--- src/rtl/uart_rx_bit_sequencer.sv ---
// ============================================================================
// uart_rx_bit_sequencer
// ----------------------------------------------------------------------------
// Receive-side bit sequencer for the UART. It combines the bit-time counter
// and the bit counter. A start-edge request launches a frame. The block then
// produces a strobe at the centre of each bit, together with the index of
// that bit. At the end of the frame it emits a one-cycle done pulse. It also
// reports false starts (line high at the start-bit centre) and framing
// errors (a stop bit sampled low).
//
// Ports:
//   clk             system clock
//   reset           asynchronous, active-high reset
//   i_start         start edge seen on the rx line; accepted only in IDLE
//   i_abort         synchronous abort; returns to IDLE without done
//   i_rx_in         synchronised serial input, used on sample strobes
//   i_baud_div      clocks per bit; values below 2 behave as 2
//   i_data_bits     00=5, 01=6, 10=7, 11=8 data bits
//   i_parity_en     frame carries a parity bit
//   i_stop2         frame carries two stop bits
//   o_busy          high in START, BITS and DONE
//   o_sample        one-cycle strobe at bit centre
//   o_bit_idx       index of bit being sampled (0=start, data, parity, stops)
//   o_frame_len     latched total bit count of the current frame
//   o_done          one-cycle pulse when the frame is complete
//   o_false_start   one-cycle pulse, line high at start-bit centre
//   o_frame_err     valid with o_done; a stop sample was 0
//
// Handshake: i_start is a single-cycle request with no ready. It is taken
// only while o_busy is low. All outputs are decoded from registered state.
// The only exception is o_false_start, which also qualifies the strobe with
// the live i_rx_in.
// ============================================================================
module uart_rx_bit_sequencer #(
    parameter int BAUD_W = 16,
    parameter int IDX_W  = 4
) (
    input  logic              clk,
    input  logic              reset,
    input  logic              i_start,
    input  logic              i_abort,
    input  logic              i_rx_in,
    input  logic [BAUD_W-1:0] i_baud_div,
    input  logic [1:0]        i_data_bits,
    input  logic              i_parity_en,
    input  logic              i_stop2,
    output logic              o_busy,
    output logic              o_sample,
    output logic [IDX_W-1:0]  o_bit_idx,
    output logic [IDX_W-1:0]  o_frame_len,
    output logic              o_done,
    output logic              o_false_start,
    output logic              o_frame_err
);

    localparam logic [1:0] S_IDLE  = 2'd0;
    localparam logic [1:0] S_START = 2'd1;
    localparam logic [1:0] S_BITS  = 2'd2;
    localparam logic [1:0] S_DONE  = 2'd3;

    logic [1:0]        r_state;
    logic [BAUD_W-1:0] r_bt_cnt;
    logic [IDX_W-1:0]  r_bit_idx;
    logic [IDX_W-1:0]  r_frame_len;
    logic [BAUD_W-1:0] r_div;
    logic [BAUD_W-1:0] r_half;
    logic              r_stop2;
    logic              r_err;

    logic [BAUD_W-1:0] w_div_clamped;
    logic [IDX_W-1:0]  w_frame_len_cfg;
    logic              w_start_hit;
    logic              w_bits_hit;
    logic              w_last_bit;
    logic              w_stop_bit;

    // A divisor below 2 would leave no half-bit interval for the start-bit
    // centre, so 0 and 1 are raised to 2.
    assign w_div_clamped = (i_baud_div < BAUD_W'(2)) ? BAUD_W'(2) : i_baud_div;

    // start + (5 + data_bits) + parity + stop + optional second stop.
    assign w_frame_len_cfg = IDX_W'(7) + IDX_W'(i_data_bits)
                           + IDX_W'(i_parity_en) + IDX_W'(i_stop2);

    assign w_start_hit = (r_state == S_START) && (r_bt_cnt == r_half - BAUD_W'(1));
    assign w_bits_hit  = (r_state == S_BITS)  && (r_bt_cnt == r_div  - BAUD_W'(1));
    assign w_last_bit  = (r_bit_idx == r_frame_len - IDX_W'(1));

    // The stop bits are the final one or two indices of the frame.
    assign w_stop_bit  = (r_bit_idx >= r_frame_len - IDX_W'(1) - IDX_W'(r_stop2));

    always_ff @(posedge clk or posedge reset) begin
        if (reset) begin
            r_state     <= S_IDLE;
            r_bt_cnt    <= '0;
            r_bit_idx   <= '0;
            r_frame_len <= '0;
            r_div       <= '0;
            r_half      <= '0;
            r_stop2     <= 1'b0;
            r_err       <= 1'b0;
        end else if (i_abort && (r_state != S_IDLE)) begin
            r_state   <= S_IDLE;
            r_bt_cnt  <= '0;
            r_bit_idx <= '0;
            r_err     <= 1'b0;
        end else begin
            case (r_state)
                S_IDLE: begin
                    if (i_start) begin
                        r_state     <= S_START;
                        r_bt_cnt    <= '0;
                        r_bit_idx   <= '0;
                        r_err       <= 1'b0;
                        r_frame_len <= w_frame_len_cfg;
                        r_div       <= w_div_clamped;
                        r_half      <= w_div_clamped >> 1;
                        r_stop2     <= i_stop2;
                    end
                end
                S_START: begin
                    if (w_start_hit) begin
                        r_bt_cnt <= '0;
                        if (i_rx_in) begin
                            r_state <= S_IDLE;
                        end else begin
                            r_state   <= S_BITS;
                            r_bit_idx <= IDX_W'(1);
                        end
                    end else begin
                        r_bt_cnt <= r_bt_cnt + BAUD_W'(1);
                    end
                end
                S_BITS: begin
                    if (w_bits_hit) begin
                        r_bt_cnt <= '0;
                        if (w_stop_bit && !i_rx_in) begin
                            r_err <= 1'b1;
                        end
                        if (w_last_bit) begin
                            r_state <= S_DONE;
                        end else begin
                            r_bit_idx <= r_bit_idx + IDX_W'(1);
                        end
                    end else begin
                        r_bt_cnt <= r_bt_cnt + BAUD_W'(1);
                    end
                end
                S_DONE: begin
                    r_state   <= S_IDLE;
                    r_bt_cnt  <= '0;
                    r_bit_idx <= '0;
                end
                default: begin
                    r_state <= S_IDLE;
                end
            endcase
        end
    end

    assign o_busy        = (r_state != S_IDLE);
    assign o_sample      = w_start_hit || w_bits_hit;
    assign o_bit_idx     = r_bit_idx;
    assign o_frame_len   = r_frame_len;
    assign o_done        = (r_state == S_DONE);
    assign o_false_start = w_start_hit && i_rx_in;
    assign o_frame_err   = (r_state == S_DONE) && r_err;

endmodule
--- config.mk ---
export PLATFORM = sky130hd
export DESIGN_NAME = uart_rx_bit_sequencer
export DESIGN_NICKNAME = d
export VERILOG_FILES = /design/src/rtl/uart_rx_bit_sequencer.sv
export SDC_FILE = /design/constraint.sdc
export NUM_CORES = 1
export LEC_CHECK = 0
export BUFFER_PORTS_ARGS = -buffer_cell sky130_fd_sc_hd__buf_4
export CAP_MARGIN = 40
export CORE_ASPECT_RATIO = 1.5
export CORE_MARGIN = 2
export CORE_UTILIZATION = 54
export CTS_CLUSTER_DIAMETER = 120
export DETAILED_ROUTE_END_ITERATION = 12
export HOLD_SLACK_MARGIN = 0.02
export PLACE_DENSITY = 0.77
export SLEW_MARGIN = 25
export SYNTH_ARGS = -nofsm -noshare
export SYNTH_HDL_FRONTEND = slang
export SYNTH_SLANG_ARGS = --single-unit
--- constraint.sdc ---
create_clock -name clk -period 3 [get_ports clk]
set_input_delay 0.6 -clock clk [delete_from_list [all_inputs] [get_ports clk]]
set_output_delay 0.6 -clock clk [all_outputs]
set_load 0.01 [all_outputs]
==> flow_summary.json <==
{
  "ys_seq_area_frac": 0.301,
  "vias_per_cell": 6.19,
  "fmax_mhz": 315,
  "ys_warn_count": 0,
  "dp.cells": 535,
  "grt_usage": 0.270,
  "cp-startpoint": "r_div[1]",
  "fp.dieH_um": 105,
  "hold_buffers": 0,
  "die_x_um": 71.2,
  "grt_antenna_before_repair": 0,
  "ys_types": 66,
  "maxCapViolCount": 0,
  "period_share": 1.06,
  "r2r-start": "r_div[1]",
  "die-area_um2": 7470,
  "final_util": 0.697,
  "rr_endpoint": "o_bit_idx[2]",
  "ys_seq_elements": 44,
  "clk_pin_slew_ps": 80,
  "synth_top_area_frac": 0.301,
  "antenna_left": 0,
  "cts_buffers": 5,
  "finalCriticalPeriod_ps": 3180,
  "crit_path_start_kind": "flip-flop",
  "place_ws_ps": -111,
  "synth.area.top_cells": "dfrtp_1 (30%), xnor2_1 (6.9%), ha_1 (6.2%)",
  "cts_root_buf": "clkbuf_8",
  "max_slew_margin": 0.503,
  "routedWlPerCell_um": 17.8,
  "async_flop_share": 1.00,
  "synth_edf_count": 0,
  "avgSynthCellArea_um2": 8.78,
  "ys.flop_type": "dfrtp_1",
  "cts_htree_levels": 2,
  "setup_viol": 6,
  "drive_gt1_frac": 0.324,
  "yosysTopAreaCell": "dfrtp_1",
  "cp.arrival_ps": 2580,
  "clk_latency_ps": 310,
  "leakage_nw": 2.02,
  "drv_slew": 0,
  "reg2reg_slack_ps": -120,
  "grt_pass1_vias": 3359,
  "grt_max_degree": 25,
  "drc": 0,
  "drtIter0Drc": 169,
  "multi_input_comb_area_um2": 2500,
  "path_max_fanout": 3,
  "ios": 38,
  "outcome": "complete, but fails checks",
  "final_cells": 555,
  "worst_clock_skew_ps": 8.77,
  "area_growth_syn_to_layout_pct": 24.4,
  "syn_area_um2": 3660,
  "hold_class": "in -> async",
  "seq_area_um2": 1110,
  "via_count": 3434,
  "coreArea_um2": 6530,
  "critPathKind": "reg -> out",
  "synth_most_common_cell": "dfrtp_1",
  "start_util": 0.560,
  "grt.overflow.total": 0,
  "port-buffer-count": 37,
  "fin_ws_ps": -176,
  "dr.pass1.iters": 5,
  "cp_data_required_time_ps": 2400,
  "r2r_cells": 13,
  "diodes": 0,
  "fp-row-count": 36,
  "cp-end-kind": "output port",
  "peakVddDrop_mv": 0.620,
  "power_density_nw_per_um2": 899,
  "rsz0062_at_grt": "yes",
  "failed_checks": "negative setup slack",
  "grt_pass1_wl_mm": 15.9,
  "dp_hpwl_mm": 7.25,
  "cts_tree": "yes",
  "tightest_slew_ps": 738,
  "cts_buffer_depth": 2,
  "clkSinkCount": 44,
  "setup-tns-final_ps": -537,
  "n_fill_cell": 487,
  "synth_cells": 417,
  "gp_congestion": 0.957,
  "synthesis.nets": 461,
  "final_net_count": 522,
  "wirelength_mm": 9.86,
  "final_hold_viol_count": 0,
  "holdWs_ps": 132,
  "synth_commonest_cells": "dfrtp_1 (44), nand2_1 (40), xnor2_1 (29), inv_1 (21), xor2_1 (21)"
}
[cell type report]
| type | count | area share |
|---|---|---|
| well taps | 76 | 0.0209 |
| clock buffers | 8 | 0.0220 |
| multi-input cells | 320 | 0.548 |
| flip-flops and latches | 44 | 0.243 |
| inverters | 21 | 0.0173 |
| repair buffers | 86 | 0.148 |
[state kept, by name (all words and copies together), names as in the netlist]
| signal | count |
|---|---|
| r_state | 2 |
| r_div | 16 |
| r_stop2 | 1 |
| o_frame_len | 4 |
| r_bt_cnt | 16 |
| r_err | 1 |
| o_bit_idx | 4 |
[kinds of logic after synthesis]
group | count (synthesis) | share of synthesized area
AO/OA/AOI/OAI | 69 | 0.132
XOR/XNOR | 50 | 0.120
adder cells (fa/ha/maj) | 19 | 0.0670
buffers and inverters | 53 | 0.0622
flip-flops | 44 | 0.301
multiplexers | 18 | 0.0547
AND/OR/NAND/NOR | 164 | 0.264
[critical path, stage by stage, from the launching register on]
cell and delay, ps:
dfrtp_1 400, inv_2 100, ha_4 130, or3b_4 410, nand4b_1 240, xnor2_2 210
and3_1 210, nand3_2 100, nor4_4 200, a21o_1 160, buf_4 110
[layout by cell type (no fill, tap or decap), drive strengths merged, types with 16 or more instances in the layout]
cell   Yosys  final
dfrtp     44     44
nand2     40     40
buf       11     86
xnor2     29     29
o21ai     20     20
mux2      16     16
xor2      21     21
inv       21     20
nor2      19     19
ha        18     18
[report_power, final]
part | switching [mW] | internal (mW) | leakage [nW]
clock network | 0.204 | 0.210 | 0.0515
logic | 1.38 | 1.25 | 1.40
registers | 0.275 | 0.771 | 0.559
total | 1.86 | 2.23 | 2.02
[worst max path at each step]
stage / slack [ps] / to
after global routing: -320 / o_bit_idx[2]
after CTS: -130 / o_sample
after floorplan: -30 / o_bit_idx[3]
after global placement: -60 / o_bit_idx[2]
after detailed placement: -110 / o_bit_idx[3]
final: -180 / o_sample
[what timing repair did]
action                     CTS  global route
hold endpoints to repair     0             0
gates resized for setup     19            20
pin swaps                   12             1
setup endpoints to repair    9            21
buffers inserted             8             2
[through the flow]
stage,total power [mW],instance area [um2]
after detailed placement,3.38,4190
after global routing,4.37,4550
after CTS,3.95,4440
after floorplan,2.64,3690
final,4.09,4550
after global placement,3.30,4190
[per-layer routing]
layer,track usage,share of wire,vias to the layer above
met4,0.140,0.045,0
met1,0.290,0.36,1654
met2,0.489,0.56,123
met5,0,0,-
li1,-,-,1615
met3,0.0473,0.043,42
Note: power is estimated with default switching activity, not from simulation.
